<file path="src/rtl/bcd_scan_counter.sv">
// rtl/bcd_scan_counter.sv - N-digit BCD up/down counter with prescaler and scanned 7-seg driver
// Count, prescaler and scan paths share iClk; oAn/oSeg lag the scan index by one cycle.
module bcd_scan_counter #(
  parameter int DIGITS         = 4,
  parameter int TICK_DIV       = 50000000,
  parameter int SCAN_DIV       = 50000,
  parameter bit SEG_ACTIVE_LOW = 1'b1
) (
  input  logic                  iClk,
  input  logic                  iRst,
  input  logic                  iEn,
  input  logic                  iUp,
  input  logic                  iClr,
  input  logic                  iLoad,
  input  logic [4*DIGITS-1:0]   iLoadVal,
  output logic [4*DIGITS-1:0]   oCount,
  output logic                  oTick,
  output logic                  oCarry,
  output logic [6:0]            oSeg,
  output logic [DIGITS-1:0]     oAn
);

  localparam int PW = (TICK_DIV > 1) ? $clog2(TICK_DIV) : 1;
  localparam int SW = (SCAN_DIV > 1) ? $clog2(SCAN_DIV) : 1;
  localparam int IW = (DIGITS > 1) ? $clog2(DIGITS) : 1;
  localparam logic [PW-1:0] PRESC_LAST = PW'(TICK_DIV - 1);
  localparam logic [SW-1:0] SDIV_LAST  = SW'(SCAN_DIV - 1);
  localparam logic [IW-1:0] IDX_LAST   = IW'(DIGITS - 1);
  localparam logic [DIGITS-1:0] AN_OFF = {DIGITS{SEG_ACTIVE_LOW}};
  localparam logic [6:0] SEG_OFF       = {7{SEG_ACTIVE_LOW}};

  logic [4*DIGITS-1:0] r_count;
  logic [PW-1:0]       r_presc;
  logic                r_tick;
  logic                r_carry;
  logic [SW-1:0]       r_sdiv;
  logic [IW-1:0]       r_idx;
  logic [DIGITS-1:0]   r_an;
  logic [6:0]          r_seg;

  logic                w_tick;
  logic [4*DIGITS-1:0] w_next;
  logic [4*DIGITS-1:0] w_load_sat;
  logic                w_chain;
  logic                w_wrap;
  logic [3:0]          w_d;
  logic [3:0]          w_digit;
  logic [DIGITS-1:0]   w_an_hot;

  function automatic logic [6:0] seg_decode(input logic [3:0] d);
    case (d)
      4'd0: seg_decode = 7'h3F;
      4'd1: seg_decode = 7'h06;
      4'd2: seg_decode = 7'h5B;
      4'd3: seg_decode = 7'h4F;
      4'd4: seg_decode = 7'h66;
      4'd5: seg_decode = 7'h6D;
      4'd6: seg_decode = 7'h7D;
      4'd7: seg_decode = 7'h07;
      4'd8: seg_decode = 7'h7F;
      4'd9: seg_decode = 7'h6F;
      default: seg_decode = 7'h00;
    endcase
  endfunction

  assign w_tick = iEn && (r_presc == PRESC_LAST);

  // Whole-word step in one cycle: the chain bit marks digits that roll over.
  always_comb begin
    w_next  = r_count;
    w_chain = 1'b1;
    w_d     = 4'd0;
    for (int k = 0; k < DIGITS; k++) begin
      w_d = r_count[4*k +: 4];
      if (w_chain) begin
        if (iUp) begin
          if (w_d == 4'd9) w_d = 4'd0;
          else begin
            w_d     = w_d + 4'd1;
            w_chain = 1'b0;
          end
        end else begin
          if (w_d == 4'd0) w_d = 4'd9;
          else begin
            w_d     = w_d - 4'd1;
            w_chain = 1'b0;
          end
        end
      end
      w_next[4*k +: 4] = w_d;
    end
    w_wrap = w_chain;
  end

  always_comb begin
    w_load_sat = '0;
    for (int k = 0; k < DIGITS; k++) begin
      w_load_sat[4*k +: 4] = (iLoadVal[4*k +: 4] > 4'd9) ? 4'd9 : iLoadVal[4*k +: 4];
    end
  end

  always_comb begin
    w_digit  = 4'd0;
    w_an_hot = '0;
    for (int k = 0; k < DIGITS; k++) begin
      if (r_idx == IW'(k)) begin
        w_digit     = r_count[4*k +: 4];
        w_an_hot[k] = 1'b1;
      end
    end
  end

  always_ff @(posedge iClk) begin
    if (iRst) begin
      r_count <= '0;
      r_presc <= '0;
      r_tick  <= 1'b0;
      r_carry <= 1'b0;
    end else if (iClr) begin
      r_count <= '0;
      r_presc <= '0;
      r_tick  <= 1'b0;
      r_carry <= 1'b0;
    end else begin
      if (iEn) r_presc <= w_tick ? '0 : r_presc + PW'(1);
      if (iLoad) begin
        r_count <= w_load_sat;
        r_tick  <= 1'b0;
        r_carry <= 1'b0;
      end else if (w_tick) begin
        r_count <= w_next;
        r_tick  <= 1'b1;
        r_carry <= w_wrap;
      end else begin
        r_tick  <= 1'b0;
        r_carry <= 1'b0;
      end
    end
  end

  // Scan timing runs free of iEn/iClr so the display never stalls.
  always_ff @(posedge iClk) begin
    if (iRst) begin
      r_sdiv <= '0;
      r_idx  <= '0;
      r_an   <= AN_OFF;
      r_seg  <= SEG_OFF;
    end else begin
      r_an  <= SEG_ACTIVE_LOW ? ~w_an_hot : w_an_hot;
      r_seg <= SEG_ACTIVE_LOW ? ~seg_decode(w_digit) : seg_decode(w_digit);
      if (r_sdiv == SDIV_LAST) begin
        r_sdiv <= '0;
        r_idx  <= (r_idx == IDX_LAST) ? '0 : r_idx + IW'(1);
      end else begin
        r_sdiv <= r_sdiv + SW'(1);
      end
    end
  end

  assign oCount = r_count;
  assign oTick  = r_tick;
  assign oCarry = r_carry;
  assign oSeg   = r_seg;
  assign oAn    = r_an;

endmodule

</file>
<file path="config.mk">
export PLATFORM = sky130hd
export DESIGN_NAME = bcd_scan_counter
export DESIGN_NICKNAME = d
export VERILOG_FILES = /design/src/rtl/bcd_scan_counter.sv
export SDC_FILE = /design/constraint.sdc
export NUM_CORES = 1
export LEC_CHECK = 0
export ABC_AREA = 1
export CAP_MARGIN = 20
export CORE_MARGIN = 3
export CORE_UTILIZATION = 51
export DETAILED_ROUTE_END_ITERATION = 10
export GPL_TIMING_DRIVEN = 0
export PLACE_DENSITY = 0.76
export SKIP_CTS_REPAIR_TIMING = 1
export SLEW_MARGIN = 5
export SYNTH_ARGS = -nofsm -noshare
export SYNTH_HDL_FRONTEND = slang
export SYNTH_SLANG_ARGS = --single-unit
</file>
<file path="constraint.sdc">
create_clock -name iClk -period 2 [get_ports iClk]
set_input_delay 0.4 -clock iClk [delete_from_list [all_inputs] [get_ports iClk]]
set_output_delay 0.4 -clock iClk [all_outputs]
set_load 0.02 [all_outputs]
</file>
==> results of run 1 <==
-- Yosys cell counts (6+ instances only) --
cell type	number
dfxtp_1	73
nand3_1	67
nor2_1	106
nand4_1	10
o21ai_0	30
nand2_1	169
ha_1	11
nor3_1	15
nand2_2	8
a21oi_1	37
nor2_4	7
inv_1	77
nor3b_1	6
-- sequential cells by signal, summed over array words and instances (netlist names) --
name	flops
r_presc	26
oCount	16
r_sdiv	16
oSeg	7
oAn	4
r_idx	2
oCarry	1
oTick	1
-- per-stage QoR --
stage / cell area [µm²] / utilization / std cells / hold WS (ns) / TNS [ns]
6_report: 5360 / 0.643 / 856 / 0.455 / 0
5_1_grt: 5360 / 0.643 / 856 / 0.450 / -0.276
4_1_cts: 5250 / 0.630 / 853 / 0.435 / -1.38
3_5_place_dp: 5050 / 0.605 / 837 / 0.447 / -4.68
3_3_place_gp: 5050 / 0.605 / 837 / 0.428 / -3.86
2_1_floorplan: 4440 / - / 684 / 0.417 / 0
-- where the power goes --
group	internal (mW)	total [mW]	switching, mW
Combinational	0.186	0.448	0.262
Sequential	1.48	1.51	0.0323
Clock	0.587	1.19	0.607
-- placed cells by master (no fill, tap or decap), drive strengths merged, types with 10 or more instances in the layout --
master / n
nand2: 180
nor2: 117
inv: 83
dfxtp: 73
nand3: 69
clkdlybuf4s50: 48
a21oi: 40
o21ai: 36
nor3: 17
clkbuf: 13
buf: 12
ha: 11
nand4: 10
-- critical path, stage by stage, from the launching register on --
cell,delay [ns]
dfxtp_4,0.39
clkinvlp_4,0.16
ha_4,0.22
a21oi_1,0.13
o21ai_0,0.12
nand2_1,0.09
o21ai_2,0.09
ha_1,0.28
nand3b_1,0.17
nand3_1,0.10
nand3_1,0.06
-- worst paths after layout --
| path | start | slack [ns] | cells after the start | to |
|---|---|---|---|---|
| max reg2reg | r_idx[0]$_SDFFE_PP0P_ | 0.07 | 10 | oSeg[3]$_SDFF_PP1_ |
| min reg2reg | r_sdiv[0]$_SDFF_PP0_ | 0.46 | 1 | r_sdiv[0]$_SDFF_PP0_ |
| max | r_idx[0]$_SDFFE_PP0P_ | 0.07 | 10 | oSeg[3]$_SDFF_PP1_ |
| min | iLoad | 0.46 | 4 | oCount[3]$_SDFFE_PP0P_ |
-- final cells by class --
| cell class | instances | area (µm²) | share of cell area |
|---|---|---|---|
| repair buffers | 51 | 503 | 0.0938 |
| multi-input cells | 516 | 2640 | 0.492 |
| flip-flops and latches | 73 | 1470 | 0.274 |
| well taps | 105 | 131 | 0.0245 |
| clock inverters | 7 | 77.6 | 0.0145 |
| plain buffers | 13 | 106 | 0.0198 |
| clock buffers | 9 | 124 | 0.0231 |
| inverters | 82 | 314 | 0.0586 |
-- cells by family after synthesis --
logic type,count (synthesis)
AOI/OAI and AO/OA,89
DFF,73
buffers and inverters,95
xor gates and xnor gates,7
adders and majority gates,11
and+or+nand+nor,409
-- layer usage --
| metal | vias to the layer above | track usage |
|---|---|---|
| li1 | 2341 | - |
| met1 | 2027 | 0.273 |
| met2 | 142 | 0.398 |
| met3 | 10 | 0.0428 |
| met4 | 0 | 0.0735 |
| met5 | - | 0 |
==> impl_metrics.json, run 1 <==
{
  "power_mw": 3.16,
  "grt_overflow": 0,
  "drt_iter0_markers": 286,
  "period_needed_ns": 1.93,
  "fp-row-count": 33,
  "worst_pin_slew_ns": 0.582,
  "ys_async_sr_fraction": 0,
  "drv_cap": 0,
  "crit_type": "register to register",
  "clk_pin_slew_ns": 0.09,
  "die_width_um": 99.3,
  "min_path_type": "input port to register",
  "synth_top_area_frac": 0.329,
  "route.met3.wl_um": 635,
  "place_ws_ns": -0.333,
  "diodes": 0,
  "yosysWarnings": 0,
  "ir_worst_vdd_v": 0.000338,
  "yosys_most_used_dff": "dfxtp_1",
  "synth_cell_type_count": 45,
  "synth-xor-area-share": 0.0138,
  "rsz0062_at_grt": "true",
  "cts.sinks": 73,
  "ys_seq_area_frac": 0.329,
  "hold_viol": 0,
  "cts_made_buffers": 9,
  "drc_errors": 0,
  "pin_count": 51,
  "num_vias": 4520,
  "layout_setup_ws_ns": 0.0669,
  "highest_layer": "met4",
  "wl_met1_um": 4600,
  "synth_enable_flop_cells": 0,
  "die_area_um2": 9860,
  "place_congestion": 0.924,
  "maxSlewViolCount": 0,
  "numPortBuffers": 48,
  "coreArea_um2": 8340,
  "synth_top_cell_by_area": "dfxtp_1",
  "drtAntennaViolNets": 0,
  "fmax_mhz": 517,
  "worstPathArrival_ns": 2.17,
  "setup_violations": 0,
  "grt_pass1_wl_um": 18600,
  "yosys.area_share.simple": 0.422,
  "synth_adder_area_share": 0.0310,
  "vias_per_cell": 5.28,
  "post_drt_wl_per_cell_um": 12.6,
  "drt_pass1_iterations": 5,
  "crit_fanout": 7,
  "grt_max_degree": 15,
  "post-route-period-util": 0.967,
  "outcome": "completed",
  "syn_inst": 684,
  "clock_latency_ns": 0.35,
  "ys_seq_elements": 73,
  "dp_hpwl_um": 8080,
  "start_util": 0.532,
  "drt-total-wl_um": 10800,
  "synthMuxAreaShare": 0,
  "end_kind": "register",
  "synth_top_family_by_area": "simple AND/OR/NAND/NOR gates",
  "fin_worst_skew_ns": 0.0138,
  "die_y_um": 99.3,
  "cts-root-buf": "clkbuf_8",
  "first_global_vias": 4293,
  "power.leakage_nw": 2.29,
  "cts_tree": "done",
  "power_density_nw_per_um2": 589,
  "crit_required_ns": 2.24,
  "area_growth_pct": 20.8,
  "nFillCells": 764,
  "cts.htree.levels": 3,
  "relSlewSlack": 0.612,
  "synthTopCellsByArea": "dfxtp_1 33%, nand2_1 14%, nor2_1 9.0%",
  "synth_compound_area_frac": 0.110,
  "antenna_found_initial": 0,
  "nNetsFinal": 779,
  "synth_area_um2": 4440,
  "layout-drive-gt1-share": 0.109,
  "grt.total_usage": 0.225,
  "cts_buffer_depth": 2,
  "dr_wl_met2_um": 5420,
  "synth_nets": 717,
  "synth.avg_cell_area_um2": 6.49,
  "worstSetupStartpointType": "register"
}
No activity file was read; power rests on OpenSTA's default activity.
==> inputs of run 2 (changes only) <==
- SETUP_SLACK_MARGIN: not set -> 0.1
==> run 2 against run 1 <==
  * Sequential share of layout area decreased by 0.48 points
  * Setup slack better by 0.091 ns
  * Non-clock buffer count decreased by 1
  * Global-route usage grew 0.24 points
  * Largest cell class unchanged
  * Combinational power about the same
==> impl_metrics.json, run 2 (synthesis gave the netlist of run 1 again) <==
{
  "outcome": "completed",
  "maxSlewViolCount": 0,
  "min_from": "iLoad",
  "die_width_um": 99.3,
  "worstSetupStartpointType": "register",
  "clock_latency_ns": 0.36,
  "power.leakage_nw": 2.45,
  "slowest_stage": "clkdlybuf4s50_1",
  "numPortBuffers": 48,
  "power_density_nw_per_um2": 603,
  "setup_violations": 0,
  "crit_fanout": 5,
  "first_global_vias": 4260,
  "fin_setup_tns_ns": 0,
  "regToRegSetupSlack_ns": 0.16,
  "slowest_delay_ns": 0.65,
  "cts_tree": "done",
  "rsz0062_at_grt": "true",
  "die_y_um": 99.3,
  "end_kind": "output port",
  "grt_overflow": 0,
  "reg2reg_to": "oSeg[6]$_SDFF_PP1_",
  "layout_commonest_cell": "nand2_1",
  "worst_pin_slew_ns": 0.536,
  "fmax_mhz": 543,
  "final_cell_mix": "166 x nand2_1, 106 x nor2_1, 72 x inv_1, 69 x dfxtp_1, 67 x nand3_1",
  "crit_start": "oCount[7]$_SDFFE_PP0P_",
  "place_inst": 837,
  "grt_max_degree": 15,
  "reg2reg_from": "r_idx[0]$_SDFFE_PP0P_",
  "vias_per_cell": 5.33,
  "drt_iter0_markers": 243,
  "pin_count": 51,
  "cts.htree.levels": 3,
  "area_growth_pct": 22.9,
  "drt_pass1_iterations": 5,
  "hold_depth": 4,
  "crit_required_ns": 1.60,
  "layout-drive-gt1-share": 0.117,
  "cts_buffer_depth": 2,
  "crit_family": "buffers and inverters",
  "min_path_type": "input port to register",
  "largest_reg_flops": 26,
  "diodes": 0,
  "drt-total-wl_um": 11000,
  "clk_pin_slew_ns": 0.08,
  "place_congestion": 0.919,
  "num_vias": 4559,
  "drtAntennaViolNets": 0,
  "grt.total_usage": 0.227,
  "hold_slack_ns": 0.447,
  "hold_viol": 0,
  "drv_cap": 0,
  "layout.cells.non_filler": 855,
  "relSlewSlack": 0.643,
  "coreArea_um2": 8340,
  "worstPathArrival_ns": 1.44,
  "regMostFlops": "r_presc",
  "cts_made_buffers": 9,
  "dp_hpwl_um": 8200,
  "nNetsFinal": 778,
  "fin_worst_skew_ns": 0.0151,
  "period_needed_ns": 1.84,
  "min_to": "oCount[3]$_SDFFE_PP0P_",
  "start_util": 0.532,
  "cp.depth": 1,
  "cts.sinks": 73,
  "fp-row-count": 33,
  "path_buf_inv": 1,
  "post_drt_wl_per_cell_um": 12.9,
  "ir_worst_vdd_v": 0.000324,
  "cts-root-buf": "clkbuf_8",
  "crit_chain": "clkdlybuf4s50_1",
  "grt_pass1_wl_um": 18700,
  "ff2ff_path_depth": 12,
  "crit_type": "register to output port",
  "post-route-period-util": 0.921,
  "die_area_um2": 9860,
  "drc_errors": 0,
  "antenna_found_initial": 0
}
## run 2: cell types whose count changed in the layout (fill, tap and decap cells not counted), moves of 2 or more
cell	previous run	this run
clkinvlp_4	2	0
ha_4	3	5
ha_1	8	6
dlymetal6s2s_1	0	9
dfxtp_2	1	3
a21oi_1	37	35
clkdlybuf4s50_1	48	39
a21oi_2	3	5
## run 2: stage by stage
step           instance area, µm²  power [mW]  worst slack [ns]   util
6_report                     5450        3.29             0.158  0.654
3_3_place_gp                 5050        1.98            -0.361  0.605
2_1_floorplan                4440        1.82             0.161      -
5_1_grt                      5450        3.43            0.0718  0.654
4_1_cts                      5280        3.31            -0.235  0.633
3_5_place_dp                 5050        1.99            -0.365  0.605
## run 2: layer usage
metal	track usage	up-vias	wire length, µm
li1	-	2331	-
met5	0	-	0
met1	0.277	2097	4610
met3	0.0372	18	586
met4	0.0746	0	166
met2	0.404	113	5670
## run 2: area by class of cell
| class | count | area, µm² |
|---|---|---|
| buffer | 13 | 106 |
| clock buffer | 9 | 124 |
| clock inverter | 7 | 103 |
| fill | 766 | 2890 |
| inverter | 82 | 315 |
| multi-input combinational | 516 | 2690 |
| sequential | 73 | 1470 |
| tap | 105 | 131 |
| timing repair buffer | 50 | 518 |
## run 2: how the worst max path moves through the flow
stage                              end  slack (ns)
finish                       oCount[7]        0.16
global route        oSeg[6]$_SDFF_PP1_        0.07
CTS                 oSeg[3]$_SDFF_PP1_       -0.24
detailed placement   oCarry$_SDFF_PP0_       -0.37
global placement     oCarry$_SDFF_PP0_       -0.36
floorplan           oSeg[0]$_SDFF_PP1_        0.16
## run 2: report_power, final
part | internal (mW) | switching [mW] | leakage (nW)
logic | 0.185 | 0.266 | 1.74
registers | 1.48 | 0.0332 | 0.596
clock network | 0.717 | 0.604 | 0.116
